$ cat config.mk
export PLATFORM = sky130hd
export DESIGN_NAME = watch_timebase_ctrl
export DESIGN_NICKNAME = d
export VERILOG_FILES = /design/src/rtl/watch_timebase_ctrl.sv
export SDC_FILE = /design/constraint.sdc
export NUM_CORES = 1
export LEC_CHECK = 0
export ABC_AREA = 0
export BUFFER_PORTS_ARGS = -buffer_cell sky130_fd_sc_hd__buf_2
export CAP_MARGIN = 20
export CORE_AREA = 3 3 103 80
export DETAILED_ROUTE_END_ITERATION = 6
export DIE_AREA = 0 0 106 83
export SYNTH_ARGS = -nofsm -noshare
export SYNTH_HDL_FRONTEND = slang
export SYNTH_SLANG_ARGS = --single-unit
export TNS_END_PERCENT = 20
$ cat constraint.sdc
create_clock -name CLOCK -period 3.4 [get_ports CLOCK]
set_input_delay 0.34 -clock CLOCK [delete_from_list [all_inputs] [get_ports CLOCK]]
set_output_delay 0.34 -clock CLOCK [all_outputs]
set_load 0.03 [all_outputs]
$ cat src/rtl/watch_timebase_ctrl.sv
// watch_timebase_ctrl: ms/second time base, HH:MM:SS counters and time-setting mode machine
module watch_timebase_ctrl #(
  parameter int TICK_DIV      = 50_000,
  parameter int TICKS_PER_SEC = 1000,
  parameter int BLINK_TICKS   = 250
) (
  input  logic       CLOCK,
  input  logic       RST_N,
  input  logic       KEY_MODE,
  input  logic       KEY_INC,
  output logic [4:0] HOUR,
  output logic [5:0] MIN,
  output logic [5:0] SEC,
  output logic [1:0] MODE,
  output logic       BLINK,
  output logic       SEC_TICK
);
  localparam int MW = $clog2(TICK_DIV + 1);
  localparam int PW = $clog2(TICKS_PER_SEC + 1);
  localparam int BW = $clog2(BLINK_TICKS + 1);
  localparam logic [MW-1:0] MS_LAST  = MW'(TICK_DIV - 1);
  localparam logic [PW-1:0] PRE_LAST = PW'(TICKS_PER_SEC - 1);
  localparam logic [BW-1:0] BLK_LAST = BW'(BLINK_TICKS - 1);
  typedef enum logic [1:0] {RUN = 2'd0, SET_H = 2'd1, SET_M = 2'd2} state_t;
  state_t          state_q, state_d;
  logic [MW-1:0]   ms_q, ms_d;
  logic [PW-1:0]   pre_q, pre_d;
  logic [BW-1:0]   blk_cnt_q, blk_cnt_d;
  logic [4:0]      hour_q, hour_d;
  logic [5:0]      min_q, min_d;
  logic [5:0]      sec_q, sec_d;
  logic            blink_q, blink_d;
  logic            tick_q, tick_d;
  logic            sec_evt_q, sec_evt_d;
  logic            mode_r_q, mode_p_q, inc_r_q, inc_p_q;
  logic            ms_tick, sec_evt, mode_edge, inc_edge;
  // Next-state logic: time base, key edges, mode sequencing, counters and blink.
  // The second event is registered once so SEC advances one edge after the
  // prescaler wraps; a mode edge in RUN swallows a coinciding second so that
  // SEC_TICK never shows up alongside a SET mode.
  always_comb begin
    ms_tick   = ms_q == MS_LAST;
    sec_evt   = ms_tick && pre_q == PRE_LAST;
    mode_edge = mode_r_q & ~mode_p_q;
    inc_edge  = inc_r_q & ~inc_p_q;
    state_d   = state_q;
    ms_d      = ms_tick ? '0 : ms_q + 1'b1;
    pre_d     = ms_tick ? (pre_q == PRE_LAST ? '0 : pre_q + 1'b1) : pre_q;
    sec_evt_d = sec_evt;
    hour_d    = hour_q;
    min_d     = min_q;
    sec_d     = sec_q;
    tick_d    = 1'b0;
    blink_d   = blink_q;
    blk_cnt_d = blk_cnt_q;
    if (mode_edge) begin
      state_d   = state_q == RUN ? SET_H : state_q == SET_H ? SET_M : RUN;
      blink_d   = 1'b0;
      blk_cnt_d = '0;
      if (state_q == SET_M) begin
        sec_d     = '0;
        ms_d      = '0;
        pre_d     = '0;
        sec_evt_d = 1'b0;
      end
    end else if (state_q == RUN) begin
      blink_d   = 1'b0;
      blk_cnt_d = '0;
      if (sec_evt_q) begin
        tick_d = 1'b1;
        sec_d  = sec_q == 6'd59 ? 6'd0 : sec_q + 6'd1;
        if (sec_q == 6'd59) min_d = min_q == 6'd59 ? 6'd0 : min_q + 6'd1;
        if (sec_q == 6'd59 && min_q == 6'd59) hour_d = hour_q == 5'd23 ? 5'd0 : hour_q + 5'd1;
      end
    end else begin
      if (inc_edge && state_q == SET_H) hour_d = hour_q == 5'd23 ? 5'd0 : hour_q + 5'd1;
      if (inc_edge && state_q == SET_M) min_d = min_q == 6'd59 ? 6'd0 : min_q + 6'd1;
      if (ms_tick) begin
        blk_cnt_d = blk_cnt_q == BLK_LAST ? '0 : blk_cnt_q + 1'b1;
        blink_d   = blk_cnt_q == BLK_LAST ? ~blink_q : blink_q;
      end
    end
  end
  // State register with synchronous active-low reset; key history sampled here too.
  always_ff @(posedge CLOCK) begin
    if (!RST_N) begin
      state_q   <= RUN;
      ms_q      <= '0;
      pre_q     <= '0;
      blk_cnt_q <= '0;
      hour_q    <= '0;
      min_q     <= '0;
      sec_q     <= '0;
      blink_q   <= 1'b0;
      tick_q    <= 1'b0;
      sec_evt_q <= 1'b0;
      mode_r_q  <= 1'b0;
      mode_p_q  <= 1'b0;
      inc_r_q   <= 1'b0;
      inc_p_q   <= 1'b0;
    end else begin
      state_q   <= state_d;
      ms_q      <= ms_d;
      pre_q     <= pre_d;
      blk_cnt_q <= blk_cnt_d;
      hour_q    <= hour_d;
      min_q     <= min_d;
      sec_q     <= sec_d;
      blink_q   <= blink_d;
      tick_q    <= tick_d;
      sec_evt_q <= sec_evt_d;
      mode_r_q  <= KEY_MODE;
      mode_p_q  <= mode_r_q;
      inc_r_q   <= KEY_INC;
      inc_p_q   <= inc_r_q;
    end
  end
  assign HOUR     = hour_q;
  assign MIN      = min_q;
  assign SEC      = sec_q;
  assign MODE     = state_q;
  assign BLINK    = blink_q;
  assign SEC_TICK = tick_q;
endmodule

# --- Word-level counts from Yosys, hierarchy flattened ---
# Cells that the tools add are included.
classes:
  addsub: 6
  n_reduce_logical: 15
  mux: 28
  n_eq_ne: 12
  n_bitwise: 8
op_table:
  columns: ["cell", "count"]
  rows:
  - ["2-to-1 mux 6 bit", 10]
  - ["2-to-1 mux 16 bit", 3]
  - ["2-to-1 mux 10 bit", 4]
  - ["2-to-1 mux 5 bit", 5]
  - ["adder 16 x 1 -> 16 bit, second input constant", 1]
  - ["equality test 16 bit, second input constant", 1]
  - ["adder 6 x 1 -> 6 bit, second input constant", 2]
  - ["equality test 6 bit, second input constant", 2]
  - ["adder 10 x 1 -> 10 bit, second input constant", 1]
  - ["equality test 10 bit, second input constant", 1]
  - ["adder 8 x 1 -> 8 bit, second input constant", 1]
  - ["equality test 8 bit, second input constant", 1]
  - ["2-to-1 mux 8 bit", 1]
  - ["AND reduction 4 bit", 2]
  - ["nonzero test 2 bit", 4]
  - ["!= test 2 x 1 -> 1 bit, second input constant", 3]
  - ["NOT 1 bit", 6]
  - ["OR reduction 3 bit", 2]
  - ["adder 5 x 1 -> 5 bit, second input constant", 1]
  - ["equality test 5 bit, second input constant", 1]
  - ["logical AND 1 bit", 4]
  - ["2-to-1 mux 2 bit", 2]
  - ["2-to-1 mux 1 bit", 3]
  - ["AND reduction 3 bit", 1]
  - ["other kinds (6)", 7]
word_totals:
  elab_cells: 83
  ff_bits: 60
  output_inout_bits: 21
  input_bits: 4

# --- Depth between registers and ports, before layout ---
# Gate-level depths: netlist (run 1).
logic_depth:
  depth_word: 5
  ltp_mapped: 8
  depth_no_buf: 6

# --- Least setup slack after synthesis (run 1) ---
# No wires, ideal clock.
synth_path:
  kind: "register to register"
  from: "register ms_q[0]"
  to: "register blk_cnt_q[5]"
  t_arrival_ns: 2.078
  path_stages_with_launch: 7
  period_less_slack_ns: 2.149
  setup_time_ns: 0.071
  path_buffers: 1
  t_required_ns: 3.329
  setup_slack_ns: 1.251
  path_cell_list: "dfxtp_1 > ha_1 > nand3_1 > or4_1 > buf_2 > or4_1 > a21oi_1"
synth_between:
  elab_chain_cells: 1
synth_lines:
  columns: ["item", "line_no", "rtl"]
  rows:
  - ["start: declaration", "26", "logic [MW-1:0] ms_q, ms_d;"]
  - ["start signal: assignment", "103", "ms_q <= ms_d;"]
  - ["equality test 16 bit", "42", "ms_tick = ms_q == MS_LAST;"]
  - ["end signal: assignment", "105", "blk_cnt_q <= blk_cnt_d;"]
  - ["end: declaration", "28", "logic [BW-1:0] blk_cnt_q, blk_cnt_d;"]
# Every way passes these cells.
# A chain may end at the register's enable or synchronous reset.

# --- Final worst setup path (run 1) ---
layout_path:
  from: "register ms_q[0]"
  to: "register blk_cnt_q[0]"
# Same word-level chain as after synthesis.

==> impl_metrics.toml, run 1 <==
[run_status]
status = "finished, final reports clean"

[synthesis]
synth-xor-area-share = 0.0363
synthTopCellsByArea = "dfxtp_1, a21oi_1, nand3_1, o31ai_1, o21ai_0"
yosysUniqueCellTypes = 49
synth-edff-count = 0
yosys.area.top_type = "dfxtp_1"
syn_area_um2 = 2900
synthesis.nets = 351
ys_seq_elements = 60
synth.top_cell.area_share = 0.415
ys_warn_count = 0
syn_area_per_cell_um2 = 8.52
synth_mux_area_frac = 0.0104
synth-compound-area-share = 0.171
synth_top_family_by_area = "simple AND/OR/NAND/NOR gates"
ys_async_sr_fraction = 0
ys_seq_area_frac = 0.415
synth_flop_cell = "dfxtp_1"
syn-instance-count = 340
synth_fa_ha_area_frac = 0.0302
synthSimpleGateAreaFrac = 0.304

[placement]
gp_congestion = 0.790
numPortBuffers = 24
placedInstanceArea_um2 = 3100
place_inst = 454
place_hpwl_um = 4420

[power]
p_sw_mw = 0.352
p_leak_nw = 1.15
power.internal_mw = 1.14
power_mw = 1.50
irDropWorstVdd_mv = 0.249
p_seq_frac = 0.483
pwr-share-comb = 0.037
p_per_area_nw_per_um2 = 450
pwr-share-clk = 0.479
p_sw_frac = 0.235

[worst_setup_path]
required_ns = 3.61
cp_data_arrival_time_ns = 2.93
reg2reg_from = "ms_q[0]$_SDFF_PN0_"
r2r_slack_ns = 0.68
cp-startpoint = "ms_q[0]$_SDFF_PN0_"
worstSetupPathType = "reg2reg"
cp-start-kind = "flip-flop"
endpoint_kind = "flip-flop"
reg2regPathDepth = 5
cp_max_fo = 27
r2r_end = "blk_cnt_q[0]$_SDFFE_PP0N_"

[layout]
finish.cell_count_without_fillers = 470
drive_above_1_share = 0.119
fin_area_um2 = 3320
final_cell_mix = "dfxtp_1, a21oi_1, nand3_1, buf_2"
syn2layout_area_growth_pct = 14.7
nets = 375
num_antenna_cells = 0
utilization = 0.455
final_common_cell = "dfxtp_1"

[clock_network]
cts_root_buf = "clkbuf_8"
clock_sinks = 60
numCtsBuffers = 9
clk_pin_slew_ns = 0.07
cts_hold_buf = 0
cts.path.max_buffers = 2
clkLatencyLatePin_ns = 0.34
cts_tree = "done"
ctsResizeCount = 0
post_cts_buffers = 0
htree_num_levels = 3

[global_routing]
grt_pass1_wl_um = 10800
overflow = 0
grt_pass1_vias = 2291
antenna_found_initial = 0
track_usage = 0.149
grt_max_degree = 28

[sta]
timing.final.crit_share = 0.801
setup_viol = 0
hold_viol_final = 0
layout_min_cycle_time_ns = 2.72
fmax_mhz = 367
rsz0062_at_grt = "no"
drv_slew = 0
fin_setup_tns_ns = 0
relSlewSlack = 0.498
fin_skew_ns = 0.00700
worstMarginPinSlew_ns = 0.753

[die]
die_height_um = 83
io_pins = 25
die_area_um2 = 8800
initial_core_util = 0.397
core_area_um2 = 7300
dieWidth_um = 106
num_rows = 27

[worst_hold_path]
whs_path_depth = 2
hold_path_startpoint = "KEY_INC"
hold_class = "in2reg"
min_to = "inc_r_q$_SDFF_PN0_"

[routing]
route.detailed.drc = 0
drt_iter0_drc = 156
via_per_inst = 5.45
antenna_left = 0
wire_per_inst_um = 13.4
wl_um = 6280
vias = 2561
drt_first_pass_iters = 4

[flow_run]
max_cap_violations = 0
==> state kept, by name, summed over array words and instances, names as in the netlist <==
name       flops
mode_p_q       1
SEC_TICK       1
inc_p_q        1
inc_r_q        1
HOUR           5
BLINK          1
MIN            6
pre_q         10
ms_q          16
blk_cnt_q      8
sec_evt_q      1
SEC            6
MODE           2
mode_r_q       1
==> layout make-up <==
cell class / count / area, um2
fillers: 727 / 3970
multi-input cells: 257 / 1600
flip-flops and latches: 60 / 1200
repair buffers: 26 / 135
well taps: 101 / 126
clock buffers: 9 / 124
clock inverters: 7 / 100
inverters: 10 / 37.5
==> Yosys cell counts, types with 4 or more instances <==
library cell / n
and2_1: 7
a21oi_1: 32
dfxtp_1: 60
o31ai_1: 14
and3_1: 4
nand4b_1: 4
nand2b_1: 4
nand3_1: 24
or3_1: 13
nand4_1: 11
nor2_1: 23
ha_1: 7
clkbuf_1: 9
inv_1: 10
xor2_1: 6
o21ai_0: 20
xnor2_1: 6
nand3b_1: 5
nand2_1: 23
or4_1: 13
==> stage by stage <==
stage	hold WS, ns	setup WS (ns)
2_1_floorplan	0.421	1.25
3_3_place_gp	0.434	0.782
3_5_place_dp	0.439	0.712
4_1_cts	0.182	0.695
5_1_grt	0.172	0.452
6_report	0.198	0.675
==> cell families (layout without fill, tap and decap cells) <==
family,Yosys count,after routing
AND/OR/NAND/NOR,153,153
AO/OA/AOI/OAI,82,82
flip-flops,60,60
buffers and inverters,23,52
adder cells (fa/ha/maj),7,7
multiplexers,3,3
XOR/XNOR,12,12
==> routing by layer <==
metal	track usage	wire [um]	part of all wire	vias to the layer above
li1	-	-	-	1323
met1	0.217	3360	0.54	1178
met2	0.205	2530	0.40	55
met3	0.0629	333	0.053	5
met4	0.0294	50	0.0080	0
met5	0	0	0	-
==> worst max path at each step <==
stage                     slack (ns)  cells past startpoint                         to
final                           0.68                      5  blk_cnt_q[0]$_SDFFE_PP0N_
after global routing            0.45                      5        ms_q[10]$_SDFF_PN0_
after CTS                       0.70                      5  blk_cnt_q[0]$_SDFFE_PP0N_
after detailed placement        0.71                      5  blk_cnt_q[0]$_SDFFE_PP0N_
after global placement          0.78                      5  blk_cnt_q[1]$_SDFFE_PP0N_
after floorplan                 1.25                      6  blk_cnt_q[5]$_SDFFE_PP0N_
==> critical path, stage by stage (launching register included) <==
cell,delay [ns]
dfxtp_1,0.38
ha_1,0.21
nand3_1,0.27
or4_1,0.97
o21ai_1,0.64
nor2_1,0.11
==> power by group through the flow <==
stage | Combinational (mW) | Sequential, mW | Clock [mW]
after floorplan | 0.0369 | 0.741 | 0
after global placement | 0.0556 | 0.739 | 0
after detailed placement | 0.0562 | 0.739 | 0
after CTS | 0.0563 | 0.723 | 0.736
after global routing | 0.0626 | 0.725 | 0.775
final | 0.0559 | 0.723 | 0.717
Note: power is estimated with default switching activity, not from simulation.
==> inputs of run 2 (changes only) <==
==> constraint.sdc (replaced) <==
create_clock -name CLOCK -period 2.35 [get_ports CLOCK]
set_input_delay 0.235 -clock CLOCK [delete_from_list [all_inputs] [get_ports CLOCK]]
set_output_delay 0.235 -clock CLOCK [all_outputs]
set_load 0.03 [all_outputs]
==> run 2 against run 1 <==
Compared with the run above:
- sequential share of layout area shrank 1.3 points
- final cell count grew 2.6%
- clock skew shrank 0.00059 ns
- combinational power grew 67%
- global-route usage grew 0.51 points
- first-iteration DRC count shrank 15%
- die area is the same
- critical path type unchanged
- critical endpoint is now pre_q[5]$_SDFF_PN0_
==> impl_metrics.toml, run 2 (synthesis gave the netlist of run 1 again) <==
[clock_network]
numCtsBuffers = 9
cts.path.max_buffers = 2
cts_tree = "done"
clkLatencyLatePin_ns = 0.33
htree_num_levels = 3
cts_hold_buf = 0
post_cts_buffers = 0
cts_root_buf = "clkbuf_8"
clock_sinks = 60
ctsResizeCount = 0
clk_pin_slew_ns = 0.07

[worst_setup_path]
reg2regPathDepth = 5
endpoint_kind = "flip-flop"
cp-start-kind = "flip-flop"
cp_data_arrival_time_ns = 2.50
reg2reg_from = "ms_q[12]$_SDFF_PN0_"
worstSetupPathType = "reg2reg"
cp_max_fo = 27
required_ns = 2.61
r2r_slack_ns = 0.11
r2r_end = "pre_q[5]$_SDFF_PN0_"

[sta]
hold_viol_final = 0
relSlewSlack = 0.578
layout_min_cycle_time_ns = 2.24
fin_skew_ns = 0.00641
drv_slew = 0
fmax_mhz = 446
worstMarginPinSlew_ns = 0.632
fin_setup_tns_ns = 0
setup_viol = 0
setup_ws_ns = 0.106
timing.final.crit_share = 0.955
rsz0062_at_grt = "no"

[layout]
largest_reg_flops = 16
final_cell_mix = "dfxtp_1, a21oi_1, nand3_1, buf_2"
finish.cell_count_without_fillers = 482
multi_input_area_um2 = 1610
final_common_cell = "dfxtp_1"
top_regs = "ms_q x16, pre_q x10, blk_cnt_q x8"
num_antenna_cells = 0
fill_cells = 733
seqCellArea_um2 = 1200
nets = 387
top_register = "ms_q"
drive_above_1_share = 0.157
syn2layout_area_growth_pct = 19.1

[global_routing]
track_usage = 0.154
antenna_found_initial = 0
grt_pass1_vias = 2376
overflow = 0
grt_pass1_wl_um = 11200
grt_max_degree = 28

[routing]
route.detailed.drc = 0
drt_iter0_drc = 133
antenna_left = 0
wl_um = 6350
drt_first_pass_iters = 4
via_per_inst = 5.49
wire_per_inst_um = 13.2
vias = 2645

[die]
num_rows = 27
dieWidth_um = 106
die_area_um2 = 8800
io_pins = 25
initial_core_util = 0.397
core_area_um2 = 7300
die_height_um = 83

[power]
power_mw = 2.21
irDropWorstVdd_mv = 0.313
p_leak_nw = 1.24
p_per_area_nw_per_um2 = 640

[placement]
place_hpwl_um = 4500
numPortBuffers = 24
gp_congestion = 0.804
place_inst = 466
post-place-ws_ns = 0.0727

[worst_hold_path]
hold_class = "in2reg"
hold_path_startpoint = "KEY_INC"
whs_path_depth = 2
min_to = "inc_r_q$_SDFF_PN0_"

[run_status]
status = "finished, final reports clean"

[flow_run]
max_cap_violations = 0
==> run 2: cell count changes in the layout (fill, tap and decap cells not counted), sizes merged <==
cell	before	now
buf	26	38
clkbuf	9	12
clkinvlp	3	0
clkinv	1	2
inv	11	10
==> run 2: worst max path at each step <==
stage	from	end	slack, ns	cells after the start
floorplan	ms_q[0]$_SDFF_PN0_	blk_cnt_q[5]$_SDFFE_PP0N_	0.20	6
global route	ms_q[12]$_SDFF_PN0_	blk_cnt_q[7]$_SDFFE_PP0N_	0.02	5
finish	ms_q[12]$_SDFF_PN0_	pre_q[5]$_SDFF_PN0_	0.11	5
global placement	ms_q[12]$_SDFF_PN0_	pre_q[5]$_SDFF_PN0_	0.10	5
CTS	ms_q[12]$_SDFF_PN0_	blk_cnt_q[5]$_SDFFE_PP0N_	0.07	5
detailed placement	ms_q[12]$_SDFF_PN0_	blk_cnt_q[5]$_SDFFE_PP0N_	0.07	5
==> run 2: area by class of cell <==
| type | instances | share of cell area |
|---|---|---|
| well taps | 101 | 0.0366 |
| flip-flops and latches | 60 | 0.348 |
| repair buffers | 38 | 0.0689 |
| multi-input cells | 257 | 0.468 |
| clock inverters | 4 | 0.0203 |
| clock buffers | 12 | 0.0478 |
| inverters | 10 | 0.0109 |
==> run 2: worst max-delay path: stages (launching register included) <==
cell and delay [ns]:
dfxtp_1 0.31, or4b_4 0.54, or4_4 0.51, buf_12 0.17
or4_1 0.50, a21oi_1 0.15
==> run 2: per-layer routing <==
layer	share of wire	vias up	track usage
met2	0.41	65	0.205
met1	0.53	1224	0.230
met4	0.013	0	0.0624
met3	0.046	11	0.0435
li1	-	1345	-
met5	0	-	0
==> run 2: per-stage QoR <==
stage / util / hold WS (ns) / cell area, um2
after CTS: 0.471 / 0.0865 / 3440
after detailed placement: 0.439 / 0.444 / 3200
after global placement: 0.439 / 0.431 / 3200
after global routing: 0.473 / 0.0938 / 3450
after floorplan: - / 0.362 / 2900
final: 0.473 / 0.107 / 3450
==> run 2: power breakdown <==
group          switching (mW)  internal (mW)  total (mW)
Combinational          0.0626         0.0306      0.0932
Sequential             0.0117           1.03        1.04
Clock                   0.395          0.680        1.08
==> inputs of run 3 (changes only) <==
--- a/config.mk
+++ b/config.mk
@@ -8,9 +8,12 @@
 export ABC_AREA = 0
 export BUFFER_PORTS_ARGS = -buffer_cell sky130_fd_sc_hd__buf_2
 export CAP_MARGIN = 20
+export CELL_PAD_IN_SITES_DETAIL_PLACEMENT = 0
+export CELL_PAD_IN_SITES_GLOBAL_PLACEMENT = 1
 export CORE_AREA = 3 3 103 80
 export DETAILED_ROUTE_END_ITERATION = 6
 export DIE_AREA = 0 0 106 83
+export PLACE_DENSITY_LB_ADDON = 0.1
 export SYNTH_ARGS = -nofsm -noshare
 export SYNTH_HDL_FRONTEND = slang
 export SYNTH_SLANG_ARGS = --single-unit
==> run 3 against run 2 <==
Compared with the run above:
- power shrank 7.1%
- routed wire length grew 5.7%
- clock-buffer cell count shrank 2
- fmax shrank 2.4%
- final cell count shrank 0.21%
- utilization shrank 0.89 points
- clock power shrank 15%
- register-to-register slack lost 0.05 ns
- sequential power is essentially flat
- hold slack lost 0.014 ns
- highest routed layer unchanged
==> impl_metrics.toml, run 3 (synthesis gave the netlist of run 1 again) <==
[run_status]
status = "finished, final reports clean"

[sta]
relSlewSlack = 0.545
fin_setup_tns_ns = 0
rsz0062_at_grt = "yes"
fin_skew_ns = 0.00839
layout_min_cycle_time_ns = 2.30
setup_ws_ns = 0.0511
fmax_mhz = 435
drv_slew = 0
worstMarginPinSlew_ns = 0.682
setup_viol = 0
hold_viol_final = 0
hold_ws_ns = 0.0927
timing.final.crit_share = 0.978

[die]
io_pins = 25
dieWidth_um = 106
die_area_um2 = 8800
num_rows = 27
core_area_um2 = 7300
initial_core_util = 0.397
die_height_um = 83

[worst_setup_path]
required_ns = 2.63
worstSetupPathType = "reg2reg"
cp_data_arrival_time_ns = 2.57
cp-start-kind = "flip-flop"
endpoint_kind = "flip-flop"
cp_max_fo = 27

[layout]
top_register = "ms_q"
utilization = 0.464
nets = 387
top_regs = "ms_q x16, pre_q x10, blk_cnt_q x8"
largest_reg_flops = 16
final_cell_mix = "dfxtp_1, a21oi_1, nand3_1, buf_2"
fin_area_um2 = 3390
syn2layout_area_growth_pct = 16.9
num_antenna_cells = 0
final_common_cell = "dfxtp_1"
drive_above_1_share = 0.147

[routing]
wl_met1_um = 3890
met2_length_um = 2470
drt_first_pass_iters = 4
wl_met3_um = 286
highest_layer = "met4"
drt_iter0_drc = 137
antenna_left = 0
wire_per_inst_um = 14.0
vias = 2557
via_per_inst = 5.32
wl_um = 6710
route.detailed.drc = 0

[placement]
numPortBuffers = 24
place_hpwl_um = 4730
gp_congestion = 0.789
placedInstanceArea_um2 = 3190
post-place-ws_ns = 0.0509

[global_routing]
grt_pass1_vias = 2294
grt_pass1_wl_um = 11500
antenna_found_initial = 0
track_usage = 0.161
grt_max_degree = 28
overflow = 0

[clock_network]
numCtsBuffers = 9
clkLatencyLatePin_ns = 0.34
clock_sinks = 60
cts.path.max_buffers = 2
htree_num_levels = 3
post_cts_buffers = 0
clk_pin_slew_ns = 0.07
cts_root_buf = "clkbuf_8"
cts_tree = "done"

[worst_hold_path]
hold_class = "in2reg"

[power]
p_leak_nw = 1.21
p_per_area_nw_per_um2 = 606
irDropWorstVdd_mv = 0.251

[flow_run]
max_cap_violations = 0
-- run 3: changes by cell type in the layout (fill, tap and decap cells not counted) --
cell / delta
clkinvlp_4: +1
or4_1: +2
a21oi_2: -1
bufinv_16: -1
a21oi_1: +1
clkbuf_8: -2
buf_12: -1
or4_4: -2
buf_6: +1
clkinv_2: +1
-- run 3: worst max-delay path, stage by stage (launching register included) --
cell     delay [ns]
dfxtp_1        0.34
or4b_4         0.55
or4_1          0.50
buf_6          0.19
or4_1          0.51
a21oi_1        0.14
-- run 3: cell type report --
cell class / count / area (um2)
Clock buffer: 10 / 138
Clock inverter: 5 / 52.6
Fill cell: 737 / 3910
Inverter: 10 / 37.5
Multi-Input combinational cell: 257 / 1600
Sequential cell: 60 / 1200
Tap cell: 101 / 126
Timing Repair Buffer: 38 / 229
-- run 3: final timing paths --
check / start / to / slack, ns / depth (start not counted)
max: ms_q[12]$_SDFF_PN0_ / blk_cnt_q[5]$_SDFFE_PP0N_ / 0.05 / 5
min: KEY_INC / inc_r_q$_SDFF_PN0_ / 0.09 / 2
max reg2reg: ms_q[12]$_SDFF_PN0_ / blk_cnt_q[5]$_SDFFE_PP0N_ / 0.05 / 5
min reg2reg: inc_r_q$_SDFF_PN0_ / inc_p_q$_SDFF_PN0_ / 0.46 / 1
-- run 3: timing repair --
action / 4_1_cts / 5_1_grt
hold buffers: 0 / 0
gates resized for setup: 0 / 2
setup endpoints to repair: 0 / 5
-- run 3: per-stage QoR --
step,std cells,power [mW]
after global routing,481,2.14
after global placement,466,1.16
after detailed placement,466,1.16
after floorplan,340,1.12
final,481,2.05
after CTS,481,2.09
-- run 3: power by group --
group          switching (mW)  internal [mW]  leakage (nW)  total (mW)
Sequential             0.0114           1.03         0.485        1.04
Combinational          0.0622         0.0306         0.624      0.0928
Clock                   0.412          0.507        0.0979       0.919
-- run 3: per-layer routing --
layer	track usage	vias to the layer above
li1	-	1353
met1	0.259	1163
met2	0.196	36
met3	0.0575	5
met4	0.0388	0
met5	0	-
